File: config.mk
export PLATFORM = sky130hd
export DESIGN_NAME = ultrasound_sweep_flat
export DESIGN_NICKNAME = d
export VERILOG_FILES = /design/src/rtl/ultrasound_sweep_if.sv /design/src/rtl/ultrasound_sweep.sv /design/src/flat_wrapper.sv
export SDC_FILE = /design/constraint.sdc
export NUM_CORES = 1
export LEC_CHECK = 0
export CAP_MARGIN = 0
export CORE_UTILIZATION = 45
export CTS_BUF_LIST = sky130_fd_sc_hd__clkbuf_4 sky130_fd_sc_hd__clkbuf_8
export DETAILED_ROUTE_END_ITERATION = 10
export PLACE_DENSITY = 0.67
export SYNTH_ARGS = -nofsm -noshare
export SYNTH_HDL_FRONTEND = slang
export SYNTH_SLANG_ARGS = --single-unit
File: constraint.sdc
create_clock -name clock -period 2.9 [get_ports clock]
set_input_delay 0.725 -clock clock [delete_from_list [all_inputs] [get_ports clock]]
set_output_delay 0.725 -clock clock [all_outputs]
set_load 0.1 [all_outputs]
File: src/rtl/ultrasound_sweep_if.sv
// ultrasound_sweep_if
//   Bundles the sweep sequencer's control, ranger handshake and result
//   signals. The master modport is the sequencer itself. The slave
//   modport is its environment: the guidance logic that starts sweeps and
//   reads results, plus the HC-SR04 ranging FSM.
//   start           start a sweep (sampled only when idle)
//   sensor_mask     bit i enables sensor slot i
//   ranger_done     done level from the ranging FSM
//   ranger_distance distance in inches, valid when ranger_done rises
//   ranger_enable   one-cycle enable pulse to the ranging FSM
//   curr_sensor     sensor index driven to the ranging FSM
//   best_distance   smallest distance of the current or last sweep
//   best_sensor     index of best_distance, 4'hF if none
//   sensor_timeout  sticky per-sensor watchdog flags for the current sweep
//   busy            sweep in progress
//   scan_done       one-cycle pulse at sweep end
//   state           FSM state for debug
interface ultrasound_sweep_if;
  logic       start;
  logic [5:0] sensor_mask;
  logic       ranger_done;
  logic [7:0] ranger_distance;
  logic       ranger_enable;
  logic [3:0] curr_sensor;
  logic [7:0] best_distance;
  logic [3:0] best_sensor;
  logic [5:0] sensor_timeout;
  logic       busy;
  logic       scan_done;
  logic [2:0] state;

  modport master (
    input  start, sensor_mask, ranger_done, ranger_distance,
    output ranger_enable, curr_sensor, best_distance, best_sensor,
           sensor_timeout, busy, scan_done, state
  );

  modport slave (
    output start, sensor_mask, ranger_done, ranger_distance,
    input  ranger_enable, curr_sensor, best_distance, best_sensor,
           sensor_timeout, busy, scan_done, state
  );
endinterface

File: src/rtl/ultrasound_sweep.sv
// ultrasound_sweep
//   Sequencer in front of the HC-SR04 ranging FSM. A start pulse walks the
//   enabled sensors in index order. For each sensor it selects the sensor,
//   pulses the ranger enable and waits for the rising edge of ranger_done.
//   It keeps the smallest distance, and the lower index wins ties. A
//   watchdog bounds each measurement, and a settle gap follows each sensor
//   so that echoes die out.
// Ports
//   clock  system clock (27 MHz)
//   reset  synchronous, active-high
//   bus    ultrasound_sweep_if.master (signal list in the interface file)
module ultrasound_sweep #(
  parameter int         NUM_SENSORS    = 6,
  parameter int         SETTLE_CYCLES  = 1350000,
  parameter int         TIMEOUT_CYCLES = 29000000,
  parameter logic [7:0] NOTHING        = 8'hFF
) (
  input  logic               clock,
  input  logic               reset,
  ultrasound_sweep_if.master bus
);

  typedef enum logic [2:0] {
    S_IDLE      = 3'd0,
    S_CHECK     = 3'd1,
    S_WAIT_DONE = 3'd2,
    S_SETTLE    = 3'd3,
    S_FINISH    = 3'd4
  } state_t;

  state_t      state_q, state_d;
  logic [3:0]  index_q, index_d;
  logic [24:0] timer_q, timer_d;
  logic        done_q;
  logic        enable_q, enable_d;
  logic [3:0]  curr_q, curr_d;
  logic [7:0]  best_dist_q, best_dist_d;
  logic [3:0]  best_sens_q, best_sens_d;
  logic [5:0]  timeout_q, timeout_d;
  logic        busy_q, busy_d;
  logic        scan_done_q, scan_done_d;
  logic        done_evt;

  // Only a fresh rising edge counts, so a done level left over from the
  // previous sensor is never taken as this sensor's result.
  assign done_evt = bus.ranger_done & ~done_q;

  always_ff @(posedge clock) begin
    if (reset) begin
      state_q     <= S_IDLE;
      index_q     <= 4'd0;
      timer_q     <= 25'd0;
      done_q      <= 1'b0;
      enable_q    <= 1'b0;
      curr_q      <= 4'd0;
      best_dist_q <= NOTHING;
      best_sens_q <= 4'hF;
      timeout_q   <= 6'd0;
      busy_q      <= 1'b0;
      scan_done_q <= 1'b0;
    end else begin
      state_q     <= state_d;
      index_q     <= index_d;
      timer_q     <= timer_d;
      done_q      <= bus.ranger_done;
      enable_q    <= enable_d;
      curr_q      <= curr_d;
      best_dist_q <= best_dist_d;
      best_sens_q <= best_sens_d;
      timeout_q   <= timeout_d;
      busy_q      <= busy_d;
      scan_done_q <= scan_done_d;
    end
  end

  always_comb begin
    state_d     = state_q;
    index_d     = index_q;
    timer_d     = timer_q;
    enable_d    = 1'b0;
    curr_d      = curr_q;
    best_dist_d = best_dist_q;
    best_sens_d = best_sens_q;
    timeout_d   = timeout_q;
    busy_d      = busy_q;
    scan_done_d = 1'b0;

    case (state_q)
      S_IDLE: begin
        if (bus.start) begin
          index_d     = 4'd0;
          best_dist_d = NOTHING;
          best_sens_d = 4'hF;
          timeout_d   = 6'd0;
          busy_d      = 1'b1;
          state_d     = S_CHECK;
        end
      end
      S_CHECK: begin
        if (index_q == 4'(NUM_SENSORS)) begin
          // scan_done is raised on the edge into FINISH. The pulse then
          // lands one cycle after CHECK sees the end of the list.
          scan_done_d = 1'b1;
          state_d     = S_FINISH;
        end else if (!bus.sensor_mask[index_q[2:0]]) begin
          index_d = index_q + 4'd1;
        end else begin
          curr_d   = index_q;
          enable_d = 1'b1;
          timer_d  = 25'd0;
          state_d  = S_WAIT_DONE;
        end
      end
      S_WAIT_DONE: begin
        // The done event is tested first, so it wins over a watchdog
        // expiry in the same cycle.
        if (done_evt) begin
          if (bus.ranger_distance < best_dist_q) begin
            best_dist_d = bus.ranger_distance;
            best_sens_d = index_q;
          end
          timer_d = 25'd0;
          state_d = S_SETTLE;
        end else if (timer_q == 25'(TIMEOUT_CYCLES - 1)) begin
          timeout_d[index_q[2:0]] = 1'b1;
          timer_d = 25'd0;
          state_d = S_SETTLE;
        end else begin
          timer_d = timer_q + 25'd1;
        end
      end
      S_SETTLE: begin
        if (timer_q == 25'(SETTLE_CYCLES - 1)) begin
          timer_d = 25'd0;
          index_d = index_q + 4'd1;
          state_d = S_CHECK;
        end else begin
          timer_d = timer_q + 25'd1;
        end
      end
      S_FINISH: begin
        busy_d  = 1'b0;
        state_d = S_IDLE;
      end
      default: state_d = S_IDLE;
    endcase
  end

  assign bus.ranger_enable  = enable_q;
  assign bus.curr_sensor    = curr_q;
  assign bus.best_distance  = best_dist_q;
  assign bus.best_sensor    = best_sens_q;
  assign bus.sensor_timeout = timeout_q;
  assign bus.busy           = busy_q;
  assign bus.scan_done      = scan_done_q;
  assign bus.state          = state_q;

endmodule

File: src/flat_wrapper.sv
// flat-port wrapper written by rule: the top's interface ports become plain ports
module ultrasound_sweep_flat 
#(
  parameter int         NUM_SENSORS    = 6,
  parameter int         SETTLE_CYCLES  = 1350000,
  parameter int         TIMEOUT_CYCLES = 29000000,
  parameter logic [7:0] NOTHING        = 8'hFF
)
  (clock, reset, bus_start, bus_sensor_mask, bus_ranger_done, bus_ranger_distance, bus_ranger_enable, bus_curr_sensor, bus_best_distance, bus_best_sensor, bus_sensor_timeout, bus_busy, bus_scan_done, bus_state);
  ultrasound_sweep_if bus_i ();
  input  logic clock;
  input  logic reset;
  input wire logic [$bits(bus_i.start)-1:0] bus_start;
  input wire logic [$bits(bus_i.sensor_mask)-1:0] bus_sensor_mask;
  input wire logic [$bits(bus_i.ranger_done)-1:0] bus_ranger_done;
  input wire logic [$bits(bus_i.ranger_distance)-1:0] bus_ranger_distance;
  output wire logic [$bits(bus_i.ranger_enable)-1:0] bus_ranger_enable;
  output wire logic [$bits(bus_i.curr_sensor)-1:0] bus_curr_sensor;
  output wire logic [$bits(bus_i.best_distance)-1:0] bus_best_distance;
  output wire logic [$bits(bus_i.best_sensor)-1:0] bus_best_sensor;
  output wire logic [$bits(bus_i.sensor_timeout)-1:0] bus_sensor_timeout;
  output wire logic [$bits(bus_i.busy)-1:0] bus_busy;
  output wire logic [$bits(bus_i.scan_done)-1:0] bus_scan_done;
  output wire logic [$bits(bus_i.state)-1:0] bus_state;
  assign bus_i.start = bus_start;
  assign bus_i.sensor_mask = bus_sensor_mask;
  assign bus_i.ranger_done = bus_ranger_done;
  assign bus_i.ranger_distance = bus_ranger_distance;
  assign bus_ranger_enable = bus_i.ranger_enable;
  assign bus_curr_sensor = bus_i.curr_sensor;
  assign bus_best_distance = bus_i.best_distance;
  assign bus_best_sensor = bus_i.best_sensor;
  assign bus_sensor_timeout = bus_i.sensor_timeout;
  assign bus_busy = bus_i.busy;
  assign bus_scan_done = bus_i.scan_done;
  assign bus_state = bus_i.state;
  ultrasound_sweep #(.NUM_SENSORS(NUM_SENSORS), .SETTLE_CYCLES(SETTLE_CYCLES), .TIMEOUT_CYCLES(TIMEOUT_CYCLES), .NOTHING(NOTHING)) u_core (.clock(clock), .reset(reset), .bus(bus_i));
endmodule
== Yosys cells after proc, flatten, opt, wreduce, memory -nomap -nowiden ==
Cells that the tools add are included.

* Input port bits: 18
* Register bits after elaboration: 58
* Logic and storage cells: 92
* Output and inout bits: 28

* Bitwise logic cells: 5
* Eq/ne operators: 18
* $lt $le $gt $ge: 3
* Reduce and logical (&&, ||, !) cells: 15
* Add/subtract/negate cells: 2
* Mux-type cells: 38

{| class="wikitable"
|+ Operator list
! kind !! count
|-
| 25-bit 2-to-1 mux || 5
|-
| 25-bit case mux with 3 select lines || 1
|-
| 4-bit 2-to-1 mux || 7
|-
| 25-bit by 1-bit adder with 25-bit output (second input constant) || 1
|-
| 25-bit by 21-bit == test with 1-bit output (second input constant) || 1
|-
| 25-bit == test (second input constant) || 1
|-
| 8-bit 2-to-1 mux || 3
|-
| 3-bit 2-to-1 mux || 6
|-
| 6-bit 2-to-1 mux || 3
|-
| 8-bit case mux with 2 select lines || 1
|-
| 3-bit case mux with 4 select lines || 1
|-
| 4-bit case mux with 3 select lines || 1
|-
| 6-bit case mux with 2 select lines || 1
|-
| 4-bit AND reduction || 3
|-
| 2-bit by 1-bit inequality test with 1-bit output (second input constant) || 5
|-
| 8-bit less-than comparator || 1
|-
| 2-bit inequality test (second input constant) || 4
|-
| 4-bit case mux with 2 select lines || 1
|-
| 3-bit by 2-bit == test with 1-bit output (second input constant) || 2
|-
| 3-bit by 1-bit inequality test with 1-bit output (second input constant) || 2
|-
| 6-bit OR || 1
|-
| 3-bit AND reduction || 2
|-
| 3-bit nonzero test || 2
|-
| 1-bit 2-to-1 mux || 5
|-
| other kinds (18) || 21
|}

== Longest topological paths before layout ==
Gate-level depths: netlist (run 1).

* Depth in word-level cells: 8
* Depth in mapped cells: 10
* Mapped depth without buffers: 8

== Least setup slack after synthesis (run 1) ==
Ideal clock, no wire load.

* Path type: reg2reg
* From: register u_core.best_dist_q[6], in the netlist u_core.bus.best_distance[6]
* To: register u_core.best_dist_q[0], in the netlist u_core.bus.best_distance[0]
* Setup time: 0.072 ns
* Period minus slack after synthesis: 2.616 ns
* Path slack: 0.284 ns
* Arrival time: 2.544 ns
* Required time: 2.828 ns
* Buffers on the path: 1
* Cell stages (with the launch flop): 9
* Path through: dfxtp_1 -> inv_1 -> ha_1 -> a21o_1 -> a2111oi_0 -> o21ai_1 -> clkbuf_1 -> nor3b_1 -> o21bai_1

* Cells in the longest elaborated chain, start to end: 3

{| class="wikitable"
|+ Ends and longest elaborated chain
! what !! RTL line !! RTL
|-
| start: declaration || ultrasound_sweep.sv:37 || <nowiki>logic [7:0] best_dist_q, best_dist_d;</nowiki>
|-
| start signal: assignment || ultrasound_sweep.sv:68 || <nowiki>best_dist_q <= best_dist_d;</nowiki>
|-
| 8-bit less-than comparator || ultrasound_sweep.sv:118 || <nowiki>if (bus.ranger_distance < best_dist_q) begin</nowiki>
|-
| 2-bit by 1-bit inequality test with 1-bit output (no line) || - ||
|-
| 4-bit AND reduction (no line) || - ||
|}

No other way between the ends.
A chain may end at the register's enable or synchronous reset.

== Worst setup path after layout (run 1) ==
* From: input bus_sensor_mask[3]
* To: register u_core.index_q[3]

* Cells in the longest elaborated chain, start to end: 4

{| class="wikitable"
|+ Ends and longest elaborated chain
! what !! RTL line !! RTL
|-
| start: declaration || flat_wrapper.sv:14 || <nowiki>input wire logic [$bits(bus_i.sensor_mask)-1:0] bus_sensor_mask;</nowiki>
|-
| 1-bit binary-select mux with 3-bit select || ultrasound_sweep.sv:105 || <nowiki>end else if (!bus.sensor_mask[index_q[2:0]]) begin</nowiki>
|-
| 1-bit 2-to-1 mux (not written as such) || ultrasound_sweep.sv:105 ||
|-
| 2-bit inequality test (no line) || - ||
|-
| 5-bit AND reduction (no line) || - ||
|-
| end signal: assignment || ultrasound_sweep.sv:63 || <nowiki>index_q <= index_d;</nowiki>
|-
| end: declaration || ultrasound_sweep.sv:32 || <nowiki>logic [3:0] index_q, index_d;</nowiki>
|}

No other way between the ends. The select of a mux whose other input is x is not followed.

==> results.yml, run 1 <==
route:
  via_count: 2700
  routed_wl_mm: 7.01
  ant_nets: 0
  drtPass1Iterations: 4
  drt_iter0_drc: 178
  wl_per_cell_um: 14.7
  avgViaCountPerCell: 5.65
  drcViolationCount: 0
power_and_ir_drop:
  p_leak_nw: 1.61
  ir_worst_vdd_mv: 0.500
  p_per_area_nw_per_um2: 719
timing:
  finalHoldViolCount: 0
  skew_ns: 0.00793
  slew-limit-headroom_pct: 60.0
  clock.fmax_mhz: 412
  period_share_pct: 83.7
  setup_violations: 0
  setup_tns_ns: 0
  rsz0062_at_grt: "false"
  slew_violations: 0
  post-route-min-period_ns: 2.43
  worst_slew_pin_slew_ns: 0.598
synth:
  synth_edf_count: 0
  yosysTopAreaCellShare_pct: 38.7
  syn_avg_cell_area_sq_um: 8.71
  syn_nets: 373
  ys_ff_latch: 58
  synth-async-reset-ratio_pct: 0
  syn-cell-area_sq_um: 3000
  yosysSeqAreaShare_pct: 38.7
  ys_types: 59
  synthCells: 345
  synth_warnings: 0
  synth_largest_area_cell: "dfxtp_1"
  ys.flop_type: "dfxtp_1"
  synth.area.top_cells: "dfxtp_1, nor2_1, ha_1"
clock_network:
  post_cts_resized: 0
  insertion_delay_ns: 0.34
  clk_pin_slew_ns: 0.06
  htree_levels: 3
  cts_made_buffers: 9
  cts_num_sinks: 58
  cts_buffer_depth: 2
  cts-root-buf: "clkbuf_8"
  post_cts_buffers: 0
  cts_tree: "yes"
  ctsHoldBuffers: 0
grt:
  grt_usage_pct: 21.5
  antenna_found_initial: 0
  grt_pass1_vias: 2554
  grt_overflow_total: 0
  grt_pass1_wl_mm: 12.1
  grt_start_max_net_pins: 25
flow_run:
  cap_violations: 0
finish:
  final_cell_mix: "dfxtp_1, nor2_1, buf_4, nand2_1, clkdlybuf4s50_1"
  antenna_cells: 0
  drive_gt1_share_pct: 18.0
  final_common_cell: "dfxtp_1"
  area_delta_synth_final_pct: 23.0
  layout.nets: 424
  final_cells: 478
  design_area_sq_um: 3700
worst_setup_path:
  worstSetupEndpointType: "register"
  cp.required_ns: 3.11
  critPathMaxFanout: 6
  path_class: "input pin to register"
  worst_setup_path_start_kind: "input pin"
  r2r_setup_slack_ns: 0.59
  arrival_ns: 2.63
die:
  die_width_um: 83.7
  initial_core_util_pct: 47.0
  die_area_sq_um: 7010
  ios: 46
  core_sq_um: 6390
  fp.dieH_um: 83.7
  rows: 29
worst_hold_path:
  hold_class: "register to register"
placement:
  placed_area_sq_um: 3490
  dp_hpwl_mm: 5.02
  routabilityCongestion: 0.799
  io_buffer_count: 45
  dp_cells: 462
run_status:
  status: "finished, final reports clean"
## layer usage
layer  GRT usage, %  up-vias  routed length, um
met5              0        -                  0
met4           8.47        0                 97
met3           6.03        9                391
met2           33.1       66               3060
met1           28.4     1269               3450
li1               -     1356                  -
## state kept, by name, summed over array words and instances (netlist names)
name and flops:
u_core.timer_q 25, u_core.bus.best_distance 8, u_core.bus.sensor_timeout 6, u_core.bus.best_sensor 4, u_core.bus.curr_sensor 4, u_core.index_q 4, u_core.bus.state 3, u_core.bus.busy 1
u_core.bus.ranger_enable 1, u_core.bus.scan_done 1, u_core.done_q 1
## metrics by stage
step	util (%)	total power, mW	setup WS (ns)	hold WS (ns)
after CTS	57.9	2.69	0.469	0.469
after global routing	57.9	2.81	0.307	0.493
final	57.9	2.66	0.474	0.468
after global placement	54.7	1.92	0.166	0.449
after detailed placement	54.7	1.93	0.108	0.454
after floorplan	-	1.69	0.284	0.443
## synthesized netlist by cell type (2+ instances only)
| library cell | number |
|---|---|
| dfxtp_1 | 58 |
| ha_1 | 10 |
| xor2_1 | 11 |
| clkbuf_1 | 9 |
| and2_1 | 2 |
| o21a_1 | 7 |
| nand2_1 | 22 |
| and4_1 | 4 |
| o21bai_1 | 13 |
| nor3_1 | 6 |
| nand4_1 | 14 |
| or3_1 | 3 |
| inv_1 | 15 |
| nand3_1 | 10 |
| mux2i_1 | 2 |
| nor2_1 | 43 |
| nand2b_1 | 4 |
| nor3b_1 | 6 |
| o211ai_4 | 2 |
| xnor2_1 | 2 |
| nor4b_1 | 4 |
| and3_1 | 12 |
| nor4_1 | 5 |
| a31oi_1 | 13 |
| a211oi_1 | 4 |
| o21ai_0 | 6 |
| buf_2 | 7 |
| nor2b_1 | 6 |
| a21oi_2 | 2 |
| a22oi_1 | 2 |
| a21o_1 | 3 |
| a21oi_1 | 11 |
## area by class of cell
type | instances | area [sq um]
clock buffers | 15 | 200
clock inverters | 1 | 5.00
fillers | 598 | 2690
inverters | 15 | 56.3
multi-input cells | 255 | 1710
flip-flops and latches | 58 | 1160
well taps | 77 | 96.3
repair buffers | 57 | 470
## path summary, 6_finish.rpt
| kind | start | to | cells after the start |
|---|---|---|---|
| worst min-delay path | u_core.bus.sensor_timeout[4] | u_core.bus.sensor_timeout[4] | 1 |
| worst min register to register | u_core.bus.sensor_timeout[4] | u_core.bus.sensor_timeout[4] | 1 |
| worst max register to register | u_core.timer_q[0] | u_core.bus.state[0] | 7 |
| worst max-delay path | bus_sensor_mask[3] | u_core.index_q[3] | 7 |
## worst max-delay path: stages
cell	delay (ns)
clkdlybuf4s50_1	0.39
mux4_2	0.50
a22oi_2	0.26
o22a_4	0.20
o211ai_4	0.10
o311ai_0	0.33
o41ai_1	0.12
## kinds of logic after synthesis
group | share of synthesized area (%)
compound gates | 18.7
xor+xnor | 3.79
fa+ha+maj | 4.16
buf+inv | 4.54
flops | 38.7
mux | 1.79
simple gates | 28.4
## report_power, final
part           internal, mW  switching (mW)  leakage, nW  total, mW
logic                 0.309           0.684         1.03      0.993
clock network         0.436           0.310        0.109      0.746
registers             0.851          0.0685        0.469      0.919
(Power assumes the default switching activity.)
==> inputs of run 2 (changes only) <==
==> constraint.sdc (replaced) <==
create_clock -name clock -period 2.4 [get_ports clock]
set_input_delay 0.6 -clock clock [delete_from_list [all_inputs] [get_ports clock]]
set_output_delay 0.6 -clock clock [all_outputs]
set_load 0.1 [all_outputs]
==> results.yml, run 2 (same netlist as run 1, synthesis figures left out) <==
die:
  ios: 46
  fp.dieH_um: 83.7
  die_area_sq_um: 7010
  core_sq_um: 6390
  initial_core_util_pct: 47.0
  die_width_um: 83.7
  rows: 29
grt:
  grt_overflow_total: 0
  grt_pass1_wl_mm: 11.4
  grt_usage_pct: 20.6
  grt_pass1_vias: 2428
  grt_start_max_net_pins: 36
  antenna_found_initial: 0
timing:
  clock.fmax_mhz: 442
  slew_violations: 0
  slew-limit-headroom_pct: 71.7
  post-route-min-period_ns: 2.26
  worst_slew_pin_slew_ns: 0.422
  skew_ns: 0.0108
  setup_violations: 0
  rsz0062_at_grt: "false"
  setup_slack_ns: 0.140
  period_share_pct: 94.2
  finalHoldViolCount: 0
clock_network:
  cts_made_buffers: 9
  cts_buffer_depth: 2
  cts-root-buf: "clkbuf_8"
  clk_pin_slew_ns: 0.07
  htree_levels: 3
  insertion_delay_ns: 0.34
  cts_tree: "yes"
  cts_num_sinks: 58
worst_setup_path:
  path_buf_inv: 2
  critical-path-slowest-cell: "clkdlybuf4s50_1"
  worstSetupEndpointType: "register"
  critPathMaxFanout: 18
  critPathTopFamily: "compound AO/OA/AOI/OAI gates"
  cp.required_ns: 2.66
  arrival_ns: 2.52
  worst_setup_path_start_kind: "input pin"
  worstPathCellList: "clkdlybuf4s50_1 > ha_1 > a21o_1 > a2111oi_1 > o21ai_1 > buf_4 > and3_1 > o21bai_1"
  path_class: "input pin to register"
  slowest_delay_ns: 0.48
power_and_ir_drop:
  p_per_area_nw_per_um2: 918
  p_total_mw: 3.57
  p_leak_nw: 1.71
  ir_worst_vdd_mv: 0.624
finish:
  final_cell_mix: "buf_4, dfxtp_1, nor2_1, nand2_1, clkdlybuf4s50_1"
  antenna_cells: 0
  regMostFlops: "u_core.timer_q"
  drive_gt1_share_pct: 22.8
  postLayoutCoreUtil_pct: 60.9
  area_delta_synth_final_pct: 29.5
  largest_reg_flops: 25
  final_common_cell: "buf_4"
  layout.nets: 439
  design_area_sq_um: 3890
flow_run:
  cap_violations: 0
route:
  drt_iter0_drc: 151
  ant_nets: 0
  drtPass1Iterations: 4
  drcViolationCount: 0
  wl_per_cell_um: 14.0
  routed_wl_mm: 6.89
  avgViaCountPerCell: 5.46
  via_count: 2694
placement:
  placed_area_sq_um: 3640
  routabilityCongestion: 0.807
  io_buffer_count: 45
  place_ws_ns: -0.218
  dp_hpwl_mm: 4.92
run_status:
  status: "finished, final reports clean"
worst_hold_path:
  hold_class: "register to register"
[run 2: cell types whose count changed in the layout (fill, tap and decap cells not counted)]
cell,previous run,this run
buf_4,40,53
dfxtp_1,58,50
dfxtp_2,0,8
bufinv_16,0,3
clkbuf_8,14,11
buf_12,0,2
a2111oi_0,1,0
a2111oi_1,0,1
clkbuf_4,1,0
clkinv_2,1,2
[run 2: metal layers]
metal	global-route usage, %	part of all wire, %	wire, um	vias to the layer above
li1	-	-	-	1384
met2	30.0	44	3000	63
met1	28.7	51	3520	1243
met3	3.96	4.3	299	4
met4	10.6	0.90	62	0
met5	0	0	0	-
[run 2: area by class of cell]
class                           count  area [sq um]
Timing Repair Buffer               72           608
Fill cell                         553          2490
Clock inverter                      5           100
Inverter                           15          56.3
Tap cell                           77          96.3
Multi-Input combinational cell    255          1710
Clock buffer                       11           151
Sequential cell                    58          1170
[run 2: per-stage QoR]
stage	TNS (ns)	instances	hold WS [ns]
finish	0	493	0.466
global route	0	493	0.496
CTS	0	493	0.470
detailed placement	-3.41	477	0.454
global placement	-2.41	477	0.449
floorplan	0	345	0.443
[run 2: repair_timing]
| action | in CTS | in global routing |
|---|---|---|
| setup buffers | 0 | 0 |
| resized for setup | 0 | 1 |
| hold endpoints to repair | 0 | 0 |
| hold buffers | 0 | 0 |
| setup endpoints to repair | 0 | 10 |
[run 2: power breakdown]
group | switching, mW | total [mW] | internal (mW)
combinational | 0.862 | 1.33 | 0.471
clock | 0.389 | 1.13 | 0.743
sequential | 0.0740 | 1.11 | 1.03
[run 2: final timing paths]
kind,startpoint,end,slack [ns],cells after the start
max,bus_ranger_distance[6],u_core.bus.best_distance[3],0.14,8
min,u_core.bus.sensor_timeout[0],u_core.bus.sensor_timeout[0],0.47,1
max reg2reg,u_core.timer_q[0],u_core.bus.state[0],0.19,7
min reg2reg,u_core.bus.sensor_timeout[0],u_core.bus.sensor_timeout[0],0.47,1
